==> src/rtl/and_asr_add_unit.sv <==
// Logic/shift/add lane of the MiniMicro ALU: AND, arithmetic shift right, ADD and ADC.
// Result and NZCV flags are registered one cycle after the operands are sampled.
module and_asr_add_unit #(
  parameter int unsigned WIDTH   = 32,
  parameter logic [4:0]  OP_ANDS = 5'd1,
  parameter logic [4:0]  OP_ADCS = 5'd5,
  parameter logic [4:0]  OP_ADDS = 5'd6,
  parameter logic [4:0]  OP_ASR  = 5'd12
) (
  input  logic             clk,
  input  logic             rst_n,
  input  logic [4:0]       instruction,
  input  logic [WIDTH-1:0] num1,
  input  logic [WIDTH-1:0] num2,
  output logic [WIDTH-1:0] result,
  output logic [3:0]       flags
);

  localparam int unsigned SUM_W = WIDTH + 1;
  localparam int unsigned MSB   = WIDTH - 1;

  logic [WIDTH-1:0] result_nxt;
  logic [3:0]       flags_nxt;
  logic [SUM_W-1:0] sum_ext;
  logic             carry_in;
  logic [4:0]       sh_amt;
  logic [WIDTH-1:0] asr_val;

  // ADCS consumes the C flag held from the previous operation
  assign carry_in = (instruction == OP_ADCS) ? flags[2] : 1'b0;
  assign sum_ext  = SUM_W'(num1) + SUM_W'(num2) + SUM_W'(carry_in);
  assign sh_amt   = num2[4:0];
  assign asr_val  = WIDTH'($signed(num1) >>> sh_amt);

  // Next result and flags; flags are {V, C, Z, N}
  always_comb begin
    result_nxt = '0;
    flags_nxt  = flags;
    unique case (instruction)
      OP_ANDS: begin
        result_nxt   = num1 & num2;
        flags_nxt[0] = result_nxt[MSB];
        flags_nxt[1] = (result_nxt == '0);
        flags_nxt[2] = 1'b0;
      end
      OP_ADDS, OP_ADCS: begin
        result_nxt   = sum_ext[WIDTH-1:0];
        flags_nxt[0] = result_nxt[MSB];
        flags_nxt[1] = (result_nxt == '0);
        flags_nxt[2] = sum_ext[WIDTH];
        flags_nxt[3] = (num1[MSB] == num2[MSB]) && (result_nxt[MSB] != num1[MSB]);
      end
      OP_ASR: begin
        result_nxt   = asr_val;
        flags_nxt[0] = result_nxt[MSB];
        flags_nxt[1] = (result_nxt == '0);
        // Zero shift moves nothing out, so C is left untouched
        if (sh_amt != 5'd0) begin
          flags_nxt[2] = num1[sh_amt - 5'd1];
        end
      end
      default: begin
        result_nxt = '0;
      end
    endcase
  end

  always_ff @(posedge clk) begin
    if (!rst_n) begin
      result <= '0;
      flags  <= 4'b0000;
    end else begin
      result <= result_nxt;
      flags  <= flags_nxt;
    end
  end

endmodule

==> config.mk <==
export PLATFORM = sky130hd
export DESIGN_NAME = and_asr_add_unit
export DESIGN_NICKNAME = d
export VERILOG_FILES = /design/src/rtl/and_asr_add_unit.sv
export SDC_FILE = /design/constraint.sdc
export NUM_CORES = 1
export LEC_CHECK = 0
export ABC_CLOCK_PERIOD_IN_PS = 11600
export CAP_MARGIN = 10
export CORE_ASPECT_RATIO = 1.4
export CORE_MARGIN = 8
export CORE_UTILIZATION = 45
export DETAILED_ROUTE_END_ITERATION = 8
export MAX_ROUTING_LAYER = met4
export PLACE_DENSITY = 0.68
export SLEW_MARGIN = 20
export SYNTH_ARGS = -nofsm -noshare
export SYNTH_HDL_FRONTEND = slang
export SYNTH_SLANG_ARGS = --single-unit
==> constraint.sdc <==
create_clock -name clk -period 11.6 [get_ports clk]
set_input_delay 2.32 -clock clk [delete_from_list [all_inputs] [get_ports clk]]
set_output_delay 2.32 -clock clk [all_outputs]
set_load 0.005 [all_outputs]
==> results.py, run 1 <==
metrics = {
    "status": {
        "status": "finished with violations",
        "violations": "DRC",
    },
    "global_routing": {
        "antenna_found_initial": 0,
        "grt_pass1_wl_um": 36600,
        "grt_pass1_vias": 6459,
        "grt_max_degree": 49,
        "track_usage_pct": 28.4,
        "overflow": 0,
    },
    "synthesis": {
        "synth.area.top_cells": "mux4_2 14%, dfxtp_1 12%, ha_1 7.3%",
        "synthFlopType": "dfxtp_1",
        "synth_area_mm2": 0.00585,
        "yosys.area.top_type": "mux4_2",
        "synth_top_area_share_pct": 13.9,
        "synth_edf_count": 0,
        "synthArstFlopShare_pct": 0,
        "ys_types": 66,
        "ys_seq_area_share_pct": 12.3,
        "synth_area_per_cell_um2": 7.90,
        "yosysWarnings": 0,
        "syn-num-nets": 848,
        "ys_ff_latch": 36,
        "syn-instance-count": 741,
    },
    "flow_run": {
        "drv_cap": 0,
    },
    "detailed_routing": {
        "dr.first_iter.drc_count": 723,
        "routed_wl_um": 23900,
        "vias_per_cell": 6.95,
        "wl_per_cell_um": 24.7,
        "drtAntennaViolNets": 0,
        "num_vias": 6702,
        "post-route-drc-count": 1,
        "first_pass_iters": 9,
    },
    "clocking": {
        "clkLatencyLatePin_ns": 0.29,
        "ctsHtreeMaxLevel": 2,
        "root_buffer": "clkbuf_16",
        "cts.repair.resized": 0,
        "post_cts_buffers": 0,
        "clkSinkCount": 36,
        "cts_tree": "done",
        "cts_max_path_buffers": 2,
        "clkSlewWorstSetupHoldPaths_ns": 0.06,
        "cts_buffers": 5,
        "cts_hold_buf": 0,
    },
    "sta": {
        "final.setup.worst_slack_ns": 4.91,
        "setup_tns_ns": 0,
        "worst_pin_slew_ns": 1.16,
        "drv_slew": 0,
        "slew_headroom_pct": 22.0,
        "period_share_pct": 57.7,
        "hold_slack_ns": 0.511,
        "grt_setup_unrepaired": "false",
        "clock_skew_ns": 0.00379,
        "min_period_ns": 6.69,
        "fmax_ghz": 0.149,
        "setup_viol": 0,
        "hold_viol_final": 0,
    },
    "worst_setup_path": {
        "start_kind": "input port",
        "cp_data_arrival_time_ns": 6.89,
        "worstPathCellList": "buf_2, buf_4, inv_1, fa_1, inv_1, fa_1, a21oi_1, o221ai_1, o211ai_1, a221oi_1, a2111oi_0, nand4b_1, nor4_1, nand4_1, o31ai_1",
        "critPathSlowestCell": "inv_1",
        "slowest_delay_ns": 0.70,
        "cp-startpoint": "num2[0]",
        "rr_startpoint": "flags[2]$_SDFFE_PN0P_",
        "required_ns": 11.80,
        "worstSetupPathType": "input port to flop",
        "cp_max_fo": 44,
        "crit_path_end_kind": "flop",
        "r2r_setup_slack_ns": 7.50,
    },
    "place": {
        "place_ws_ns": 4.70,
        "dpl_cell_area_mm2": 0.00693,
        "dp_hpwl_um": 19200,
        "port_buffers": 106,
        "gp_congestion": 1.04,
        "dp.cells": 956,
    },
    "cells_and_area": {
        "area.sequential_um2": 721,
        "nNetsFinal": 917,
        "final_common_cell": "clkdlybuf4s50_1",
        "multiInputGateArea_mm2": 0.00483,
        "instances_no_fill": 964,
        "drive_above_1_share_pct": 8.88,
        "area_delta_synth_final_pct": 21.2,
        "num_antenna_cells": 0,
        "utilization_pct": 55.6,
        "fillers": 1225,
        "final_cell_mix": "103 x clkdlybuf4s50_1, 81 x nand2_1, 71 x nor2_1",
        "fin_area_mm2": 0.00709,
    },
    "floorplan": {
        "ios": 107,
        "die_area_mm2": 0.0170,
        "fp-row-count": 49,
        "die_h_um": 151,
        "coreArea_mm2": 0.0128,
        "fp.dieW_um": 112,
        "start_util_pct": 45.9,
    },
    "pwr": {
        "cellPowerDensity_mw_per_mm2": 82.0,
        "p_leak_nw": 2.59,
        "power_mw": 0.582,
        "ir_drop_uv": 53.4,
    },
    "hold_path": {
        "min_from": "flags[2]$_SDFFE_PN0P_",
        "worst_hold_path_type": "flop to flop",
    },
}
[synth_stat cells (all sizes together), types with 5 or more instances]
library cell / instances
and2: 8
nand4: 10
a31oi: 8
nor2b: 8
xnor2: 11
a222oi: 13
mux2i: 31
nand3: 14
a21o: 11
nor2: 71
xor2: 11
o211ai: 12
a21boi: 7
a21oi: 53
nor4: 16
buf: 17
and3: 5
nand2: 81
nand2b: 6
mux2: 9
or3: 9
a221oi: 10
clkbuf: 34
a211oi: 12
nor3: 15
o21bai: 6
ha: 34
mux4: 40
dfxtp: 36
a22oi: 11
inv: 24
o21ai: 48
[worst paths after layout]
path / depth (start not counted) / end
max: 15 / flags[1]$_SDFFE_PN0P_
min: 2 / flags[2]$_SDFFE_PN0P_
max reg2reg: 14 / flags[1]$_SDFFE_PN0P_
min reg2reg: 2 / flags[2]$_SDFFE_PN0P_
[power by group]
group | switching [mW] | total, mW | internal, mW
Clock | 0.0552 | 0.156 | 0.101
Sequential | 0.000625 | 0.126 | 0.125
Combinational | 0.176 | 0.300 | 0.124
[layer usage]
metal  share of wire (%)  GRT usage (%)  up-vias
li1                    -              -     3040
met1                  39           33.3     3200
met2                  49           48.2      398
met3                 6.9           2.15       64
met4                 5.0           15.0        0
met5                   0              -        -
[cell families (layout without fill, tap and decap cells)]
family | Yosys count | in the layout | synth area share (%)
DFF | 36 | 36 | 12.3
and+or+nand+nor | 257 | 257 | 20.9
xor gates and xnor gates | 22 | 22 | 3.29
AOI/OAI and AO/OA | 235 | 235 | 27.4
buffers and inverters | 75 | 145 | 5.47
muxes | 80 | 80 | 22.7
adders and majority gates | 36 | 36 | 7.95
[final cells by class]
class | instances | area share [%]
Multi-Input combinational cell | 630 | 68.1
Timing Repair Buffer | 113 | 15.5
Sequential cell | 36 | 10.2
Tap cell | 153 | 2.70
Clock buffer | 6 | 1.82
Inverter | 24 | 1.27
Clock inverter | 2 | 0.494
[state kept, by name (all words and copies together) (netlist names)]
| signal | count |
|---|---|
| flags | 4 |
| result | 32 |
[worst max-delay path, delay by kind of cell]
family,cells,cell delay [ns]
AO/OA/AOI/OAI,6,1.87
buffers and inverters,4,1.16
AND/OR/NAND/NOR,3,0.78
adder cells (fa/ha/maj),2,0.76
Note: power is estimated with default switching activity, not from simulation.
==> run 2, diff against run 1 <==
Settings changed: ABC_CLOCK_PERIOD_IN_PS 11600 to 5900, PLACE_DENSITY 0.68 to 0.71.
Clock period 11.6 ns to 5.9 ns, I/O delays scaled along.
==> run 2 against run 1 <==
Compared with the run above: the run now ends clean; sequential power grew 96%; register-to-register slack lost 5.7 ns; global-route usage grew 2.0 points; die area is the same.
==> results.py, run 2 (synthesis gave the netlist of run 1 again) <==
metrics = {
    "clocking": {
        "clkLatencyLatePin_ns": 0.28,
        "cts_max_path_buffers": 2,
        "clkSlewWorstSetupHoldPaths_ns": 0.06,
        "cts_buffers": 5,
        "ctsHtreeMaxLevel": 2,
        "cts_hold_buf": 0,
        "cts.repair.resized": 0,
        "clkSinkCount": 36,
        "cts_tree": "done",
        "post_cts_buffers": 0,
        "root_buffer": "clkbuf_16",
    },
    "cells_and_area": {
        "layout_top_registers": "result x32, flags x4",
        "final_common_cell": "clkdlybuf4s50_1",
        "top_register": "result",
        "largest_register_ff_count": 32,
        "num_antenna_cells": 0,
        "area.sequential_um2": 721,
        "utilization_pct": 55.7,
        "multiInputGateArea_mm2": 0.00483,
        "area_delta_synth_final_pct": 21.4,
        "nNetsFinal": 923,
        "fin_area_mm2": 0.00711,
        "drive_above_1_share_pct": 9.31,
        "fillers": 1236,
        "final_cell_mix": "103 x clkdlybuf4s50_1, 81 x nand2_1, 71 x nor2_1",
        "instances_no_fill": 969,
    },
    "worst_setup_path": {
        "required_ns": 6.09,
        "worstSetupPathType": "input port to flop",
        "critPathSlowestCell": "clkdlybuf4s50_1",
        "crit_path_end_kind": "flop",
        "cp_data_arrival_time_ns": 5.55,
        "cp-startpoint": "instruction[4]",
        "slowest_delay_ns": 0.46,
        "cp_max_fo": 4,
        "start_kind": "input port",
        "rr_startpoint": "flags[2]$_SDFFE_PN0P_",
        "worstPathCellList": "clkdlybuf4s50_1, nor2_1, nand2_1, or3_1, fa_1, inv_1, fa_1, a21oi_1, o221ai_1, o211ai_1, o211ai_1, a221oi_1, o311a_1, nor4_1, nand4_1, o31ai_1",
    },
    "sta": {
        "setup_viol": 0,
        "slew_headroom_pct": 43.8,
        "drv_slew": 0,
        "hold_viol_final": 0,
        "min_period_ns": 5.36,
        "clock_skew_ns": 0.00571,
        "hold_slack_ns": 0.510,
        "setup_tns_ns": 0,
        "fmax_ghz": 0.187,
        "final.setup.worst_slack_ns": 0.540,
        "period_share_pct": 90.8,
        "worst_pin_slew_ns": 0.830,
        "grt_setup_unrepaired": "false",
    },
    "place": {
        "place_ws_ns": 0.396,
        "port_buffers": 106,
        "gp_congestion": 1.01,
        "dp.cells": 962,
        "dpl_cell_area_mm2": 0.00697,
        "dp_hpwl_um": 20300,
    },
    "global_routing": {
        "track_usage_pct": 30.4,
        "antenna_found_initial": 0,
        "grt_pass1_wl_um": 38800,
        "grt_pass1_vias": 6667,
        "grt_max_degree": 44,
        "overflow": 0,
    },
    "pwr": {
        "ir_drop_uv": 111,
        "cellPowerDensity_mw_per_mm2": 157,
        "internal_power_mw": 0.645,
        "power_mw": 1.11,
        "seqPwrFrac_pct": 22.2,
        "p_leak_nw": 2.60,
        "p_sw_mw": 0.469,
        "p_comb_share_pct": 54.0,
        "netSwitchingFraction_pct": 42.1,
        "clockPowerShare_pct": 23.8,
    },
    "floorplan": {
        "coreArea_mm2": 0.0128,
        "fp.dieW_um": 112,
        "die_h_um": 151,
        "ios": 107,
        "die_area_mm2": 0.0170,
        "fp-row-count": 49,
        "start_util_pct": 45.9,
    },
    "status": {
        "status": "finished, final reports clean",
    },
    "flow_run": {
        "drv_cap": 0,
    },
    "detailed_routing": {
        "num_vias": 6757,
        "vias_per_cell": 6.97,
        "post-route-drc-count": 0,
        "drtAntennaViolNets": 0,
        "routed_wl_um": 25500,
        "wl_per_cell_um": 26.3,
        "dr.first_iter.drc_count": 825,
        "first_pass_iters": 7,
    },
    "hold_path": {
        "worst_hold_path_type": "flop to flop",
        "min_from": "flags[2]$_SDFFE_PN0P_",
    },
}
==> run 2: cell type report <==
cell class                 count  share of cell area, %
clock inverter                 1                 0.0704
inverter                      24                   1.27
tap                          153                   2.69
multi-input combinational    630                   67.9
clock buffer                   6                   1.81
sequential                    36                   10.1
timing repair buffer         119                   16.1
==> run 2: worst max-delay path: cells and delay by family <==
kind | cells | cell delay (ns)
adders and majority gates | 2 | 0.66
AOI/OAI and AO/OA | 7 | 1.95
buffers and inverters | 2 | 0.55
and+or+nand+nor | 5 | 1.20
==> run 2: routing by layer <==
metal | vias up | part of all wire (%) | global-route usage [%]
met1 | 3221 | 38 | 34.5
met5 | - | 0 | -
li1 | 3049 | - | -
met2 | 400 | 50 | 52.3
met4 | 0 | 5.0 | 16.3
met3 | 87 | 7.3 | 3.11
==> run 2: final timing paths <==
path | end | slack, ns | depth (start not counted)
setup / recovery | flags[1]$_SDFFE_PN0P_ | 0.54 | 16
hold / removal | flags[2]$_SDFFE_PN0P_ | 0.51 | 2
setup reg to reg | flags[1]$_SDFFE_PN0P_ | 1.83 | 14
hold reg to reg | flags[2]$_SDFFE_PN0P_ | 0.51 | 2
==> run 2: power by group through the flow <==
stage / Sequential [mW] / Combinational (mW) / Clock, mW
CTS: 0.247 / 0.588 / 0.267
global placement: 0.252 / 0.583 / 0
floorplan: 0.252 / 0.383 / 0
global route: 0.247 / 0.643 / 0.276
finish: 0.247 / 0.602 / 0.265
detailed placement: 0.252 / 0.585 / 0
==> run 3, diff against run 2 <==
Settings changed: SKIP_LAST_GASP set to 1.
==> results of run 3 <==
Same layout as run 2: the final DEF is identical, and so are final timing and power.
==> variant 1: new RTL, settings of run 3 <==
Register the output `result` once more, with the module's reset; this adds one clock of latency there. The other outputs are not delayed to match.
--- a/src/rtl/and_asr_add_unit.sv
+++ b/src/rtl/and_asr_add_unit.sv
@@ -18,6 +18,8 @@
 
   localparam int unsigned SUM_W = WIDTH + 1;
   localparam int unsigned MSB   = WIDTH - 1;
+
+  logic [WIDTH-1:0] result_s0;
 
   logic [WIDTH-1:0] result_nxt;
   logic [3:0]       flags_nxt;
@@ -67,11 +69,19 @@
 
   always_ff @(posedge clk) begin
     if (!rst_n) begin
-      result <= '0;
+      result_s0 <= '0;
       flags  <= 4'b0000;
     end else begin
-      result <= result_nxt;
+      result_s0 <= result_nxt;
       flags  <= flags_nxt;
+    end
+  end
+
+  always_ff @(posedge clk) begin
+    if (!rst_n) begin
+      result <= '0;
+    end else begin
+      result <= result_s0;
     end
   end
 
Check against the original RTL: not equivalent (Yosys sat finds a counterexample within 4 cycles, from zero or initial values and one cycle with rst_n low).
==> variant 1 against run 3 <==
- synthesized area rose by 10%
- worst hold slack worse by 82 ps
- register-to-register slack improved by 400 ps
- design area increased by 11%
- total power up 36%
- fmax is 10% higher
- worst setup slack improved by 490 ps
- routed wire length is 11% lower
- sequential cell count increased by 32
- critical path type unchanged
- highest routed layer unchanged
==> variant 1: results (changes against run 3) <==
- The length of routed wiring on met1 is 9.433 mm (-1.9%).
- The register cell area after layout came to 1361 sq um (+89%).
- The sum of met2 wire segment lengths after detailed routing came to 11.04 mm (-13%).
- The number of placement rows was 52 (+6.1%).
- The final-layout fill cell count is 1343 (+8.7%).
- The met3 wire length is 1.212 mm (-35%).
- The largest net degree at the start of global routing is 46 (+4.5%).
- The leakage power of the design is 0.003021 uW (+16%).
- The total nets after synthesis is 894 (+5.4%).
- The count of multi-input gates is 648 (+2.9%).
- The slowest stage cell on the critical path is sky130_fd_sc_hd__or4_1.
- The via count of the first global-routing pass was 6373 (-4.4%).
- The non-filler instance count after layout is 1057 (+9.1%).
- The clock network area share is 3.341% (+1.5 points).
- The worst slew margin relative to its limit is 52.46% (+8.7 points).
- The post-route cell area is 7903 sq um (+11%).
- The global placer's final weighted congestion came to 1.008 (about the same).
- The worst setup margin came to 1032 ps (+492.3 ps).
- The number of buffers outside the clock class in the layout is 120 (+0.84%).
- The setup slack at placement is 696.8 ps (+301.3 ps).
- In the synthesized netlist, the cells that appear most often are sky130_fd_sc_hd__nand2_1, sky130_fd_sc_hd__nor2_1, sky130_fd_sc_hd__dfxtp_1, sky130_fd_sc_hd__a21oi_1, sky130_fd_sc_hd__o21ai_0.
- The fraction of synthesized area in multiplexers is 18.22% (-4.5 points).
- The area share of xor/xnor cells in the synthesized design was 4.067% (+0.77 points).
- The fraction of final layout cells sized beyond drive strength 1 is 9.677% (+0.36 points).
- The adder-cell share of the synthesized area was 7.204% (-0.75 points).
- The startpoint of the lowest-slack hold path is result_s0[10]$_SDFF_PN0_.
- The fraction of met2 tracks used by global routing is 40.86% (-11 points).
- The wire length per cell after detailed routing was 21.46 microns (-18%).
- Ranked by total cell area, the synthesized netlist is headed by sky130_fd_sc_hd__dfxtp_1, sky130_fd_sc_hd__mux4_2, sky130_fd_sc_hd__ha_1.
- The count of inverters other than clock inverters in the layout is 16 (-33%).
- The share of the synthesized area in compound gates (AO/OA/AOI/OAI) was 23.74% (-3.6 points).
- The global-route met3 utilization is 1.680% (-1.4 points).
- The source-to-sink clock delay at the later pin of the worst-skew pair was 320 ps (+40 ps).
- The fraction of standard cell area in multi-input logic came to 61.11% (-6.8 points).
- The final net count came to 970 (+5.1%).
- The initial detailed-routing violation count is 528 (-36%).
- The run finished with clean final reports.
- The relative area of non-clock buffer cells in the final design was 14.57% (-1.5 points).
- The worst setup path is of the primary input to flip-flop kind.
- The average size of a mapped cell came to 8.210 sq um (+3.9%).
- Broken down by cell family, the worst path's largest delay share belongs to simple AND/OR/NAND/NOR gates.
- The number of distinct library cells after synthesis is 70 (+6.1%).
- The critical path arrival came to 5120 ps (-430 ps).
- The worst setup skew after layout is 3.748 ps (-1.964 ps).
- The clock tree buffer count of the final layout came to 14 (+8).
- The worst hold-check slack was 427.8 ps (-81.77 ps).
- The worst voltage drop across the vdd grid is 0.2802 mV (+150%).
- The global-route met1 utilization came to 31.12% (-3.4 points).
- The H-tree depth reported by CTS is 3 (+1).
## variant 1: cell types whose count changed after synthesis, moves of 8 or more
cell	run 3	this run
sky130_fd_sc_hd__a21o_1	11	19
sky130_fd_sc_hd__and2_1	8	38
sky130_fd_sc_hd__dfxtp_1	36	68
sky130_fd_sc_hd__inv_1	24	13
sky130_fd_sc_hd__nand2_1	81	92
sky130_fd_sc_hd__xnor2_1	11	21
## variant 1: report_power, final
part | switching (uW) | leakage, uW | internal (uW)
combinational | 345 | 0.00234 | 247
clock | 170 | 0.000131 | 294
sequential | 1.29 | 0.000548 | 463
total | 516 | 0.00302 | 1000
## variant 1: worst register-to-register path: cells and delay by family (launching register included)
family	cells	cell delay (ps)
flops	1	350
fa+ha+maj	2	580
simple gates	5	1390
xor+xnor	1	160
buf+inv	1	50
compound gates	5	1050
==> variant 2: new RTL, settings of run 3 <==
Made on the original files. `WIDTH`: 32 -> 40.
--- a/src/rtl/and_asr_add_unit.sv
+++ b/src/rtl/and_asr_add_unit.sv
@@ -1,7 +1,7 @@
 // Logic/shift/add lane of the MiniMicro ALU: AND, arithmetic shift right, ADD and ADC.
 // Result and NZCV flags are registered one cycle after the operands are sampled.
 module and_asr_add_unit #(
-  parameter int unsigned WIDTH   = 32,
+  parameter int unsigned WIDTH   = 40,
   parameter logic [4:0]  OP_ANDS = 5'd1,
   parameter logic [4:0]  OP_ADCS = 5'd5,
   parameter logic [4:0]  OP_ADDS = 5'd6,
Interface: changed (resized num1, num2 and result); port bits go from 107 to 131. The function was not compared with the original's and may differ.
==> variant 2 against run 3 <==
- the flow now finishes with violations (design-rule violations)
- die area up 17%
- highest routed layer unchanged
- sequential cell count grew 8
- design area up 19%
- worst setup slack got worse by 31 ps
- synthesized area up 19%
- total power up 22%
- routed wire length grew 21%
- critical path depth down 1
==> variant 2: results (changes against run 3) <==
- In the post-synthesis netlist, the biggest area contributors are sky130_fd_sc_hd__mux4_2, sky130_fd_sc_hd__dfxtp_1, sky130_fd_sc_hd__ha_1.
- The global placer's final weighted congestion is 0.9379 (-7.0%).
- The half-perimeter wire length after placement is 24.49 mm (+20%).
- The initial detailed-routing violation count is 854 (+3.5%).
- The count of buffers from port buffering was 130 (+23%).
- By count the netlist is led by sky130_fd_sc_hd__nor2_1, sky130_fd_sc_hd__a21oi_1, sky130_fd_sc_hd__nand2_1, sky130_fd_sc_hd__o21ai_0, sky130_fd_sc_hd__clkbuf_1.
- The number of distinct library cells after synthesis is 69 (+4.5%).
- The final-layout fill cell count is 1546 (+25%).
- The leakage power of the design came to 0.002995 uW (+15%).
- The largest registers in the layout are result: 40 flops, flags: 4 flops.
- The highest net fanout along the worst path came to 5 (+1).
- The launch point of the critical path is instruction[1].
- The wire length of the first global-routing pass was 46.55 mm (+20%).
- The remaining design rule violation count is 6 (+6).
- The critical path arrival was 5630 ps (+80 ps).
- The actual slew at the worst max-slew pin is 1077 ps (+246.6 ps).
- The overall routing resource usage was 31.50% (+1.1 points).
- The worst voltage drop across the vdd grid came to 0.1044 mV (-6.0%).
- The area share of xor/xnor cells in the synthesized design is 5.144% (+1.9 points).
- The fraction of synthesized area in multiplexers is 22.75% (+0.065 points).
- The via count of the first global-routing pass is 7721 (+16%).
- The total nets after synthesis is 1016 (+20%).
- The worst setup skew after layout came to 6.631 ps (+0.9196 ps).
- The internal power is 775.0 uW (+20%).
- The number of optimization iterations in the first detailed-route pass is 9 (+2).
- The depth of the worst register-to-register path came to 13 (-1).
- The fraction of final layout cells sized beyond drive strength 1 is 10.68% (+1.4 points).
- The sequential area share after synthesis is 12.62% (+0.31 points).
- The share of the synthesized area in compound gates (AO/OA/AOI/OAI) is 26.10% (-1.3 points).
- The flow ran to the end, but the final reports show violations.
- The checks that failed: design-rule violations.
- The final net count is 1094 (+19%).
- The wire length per cell after detailed routing came to 26.62 microns (+1.3%).
- The mean number of vias per cell is 6.773 (-2.9%).
[variant 2: cell types whose count changed after synthesis, sizes merged, moves of 13 or more]
cell | before | now
a21oi | 53 | 79
nor2 | 71 | 93
o21ai | 48 | 68
mux2 | 9 | 25
clkbuf | 34 | 49
xnor2 | 11 | 26
a222oi | 13 | 26
inv | 24 | 11
[variant 2: final timing paths]
kind,end,slack [ps]
min reg2reg,flags[0]$_SDFFE_PN0P_,500
max,flags[1]$_SDFFE_PN0P_,510
min,flags[0]$_SDFFE_PN0P_,500
max reg2reg,flags[1]$_SDFFE_PN0P_,1790
[variant 2: power by group through the flow]
stage / Clock, uW / Sequential (uW) / Combinational (uW)
after floorplan: 0 / 308 / 481
after global placement: 0 / 308 / 740
after detailed placement: 0 / 307 / 736
after CTS: 307 / 301 / 741
after global routing: 316 / 301 / 805
final: 300 / 301 / 757
[variant 2: kinds of logic after synthesis]
group | count (synthesis)
AND/OR/NAND/NOR | 295
AO/OA/AOI/OAI | 276
multiplexers | 103
buffers and inverters | 82
adder cells (fa/ha/maj) | 44
flip-flops | 44
XOR/XNOR | 41
[variant 2: stage by stage]
stage               cell area [sq um]  hold slack (ps)  total power [uW]  instances  setup WS, ps
finish                           8459            498.1              1358       1160         508.6
global route                     8459            531.5              1421       1160         186.5
CTS                              8459            499.5              1349       1160         527.6
detailed placement               8305            488.4              1043       1152         243.1
global placement                 8305            481.3              1047       1152         282.9
floorplan                        6980            471.8             788.5        885          1195
[variant 2: layout make-up]
type	count	area share, %
timing repair buffer	140	16.09
clock buffer	6	1.642
sequential	44	10.41
inverter	13	0.5768
clock inverter	2	0.1775
tap	196	2.899
multi-input combinational	759	68.20
[variant 2: worst max-delay path: cells and delay by family]
family	cells	cell delay [ps]
and+or+nand+nor	6	1560
AOI/OAI and AO/OA	6	1480
adders and majority gates	2	820
buffers and inverters	1	570
[variant 2: per-layer routing]
metal,wire length (microns),GRT usage (%)
met1,11660,35.19
met2,14600,50.74
met3,2251,4.600
met4,2371,22.34
met5,0,-
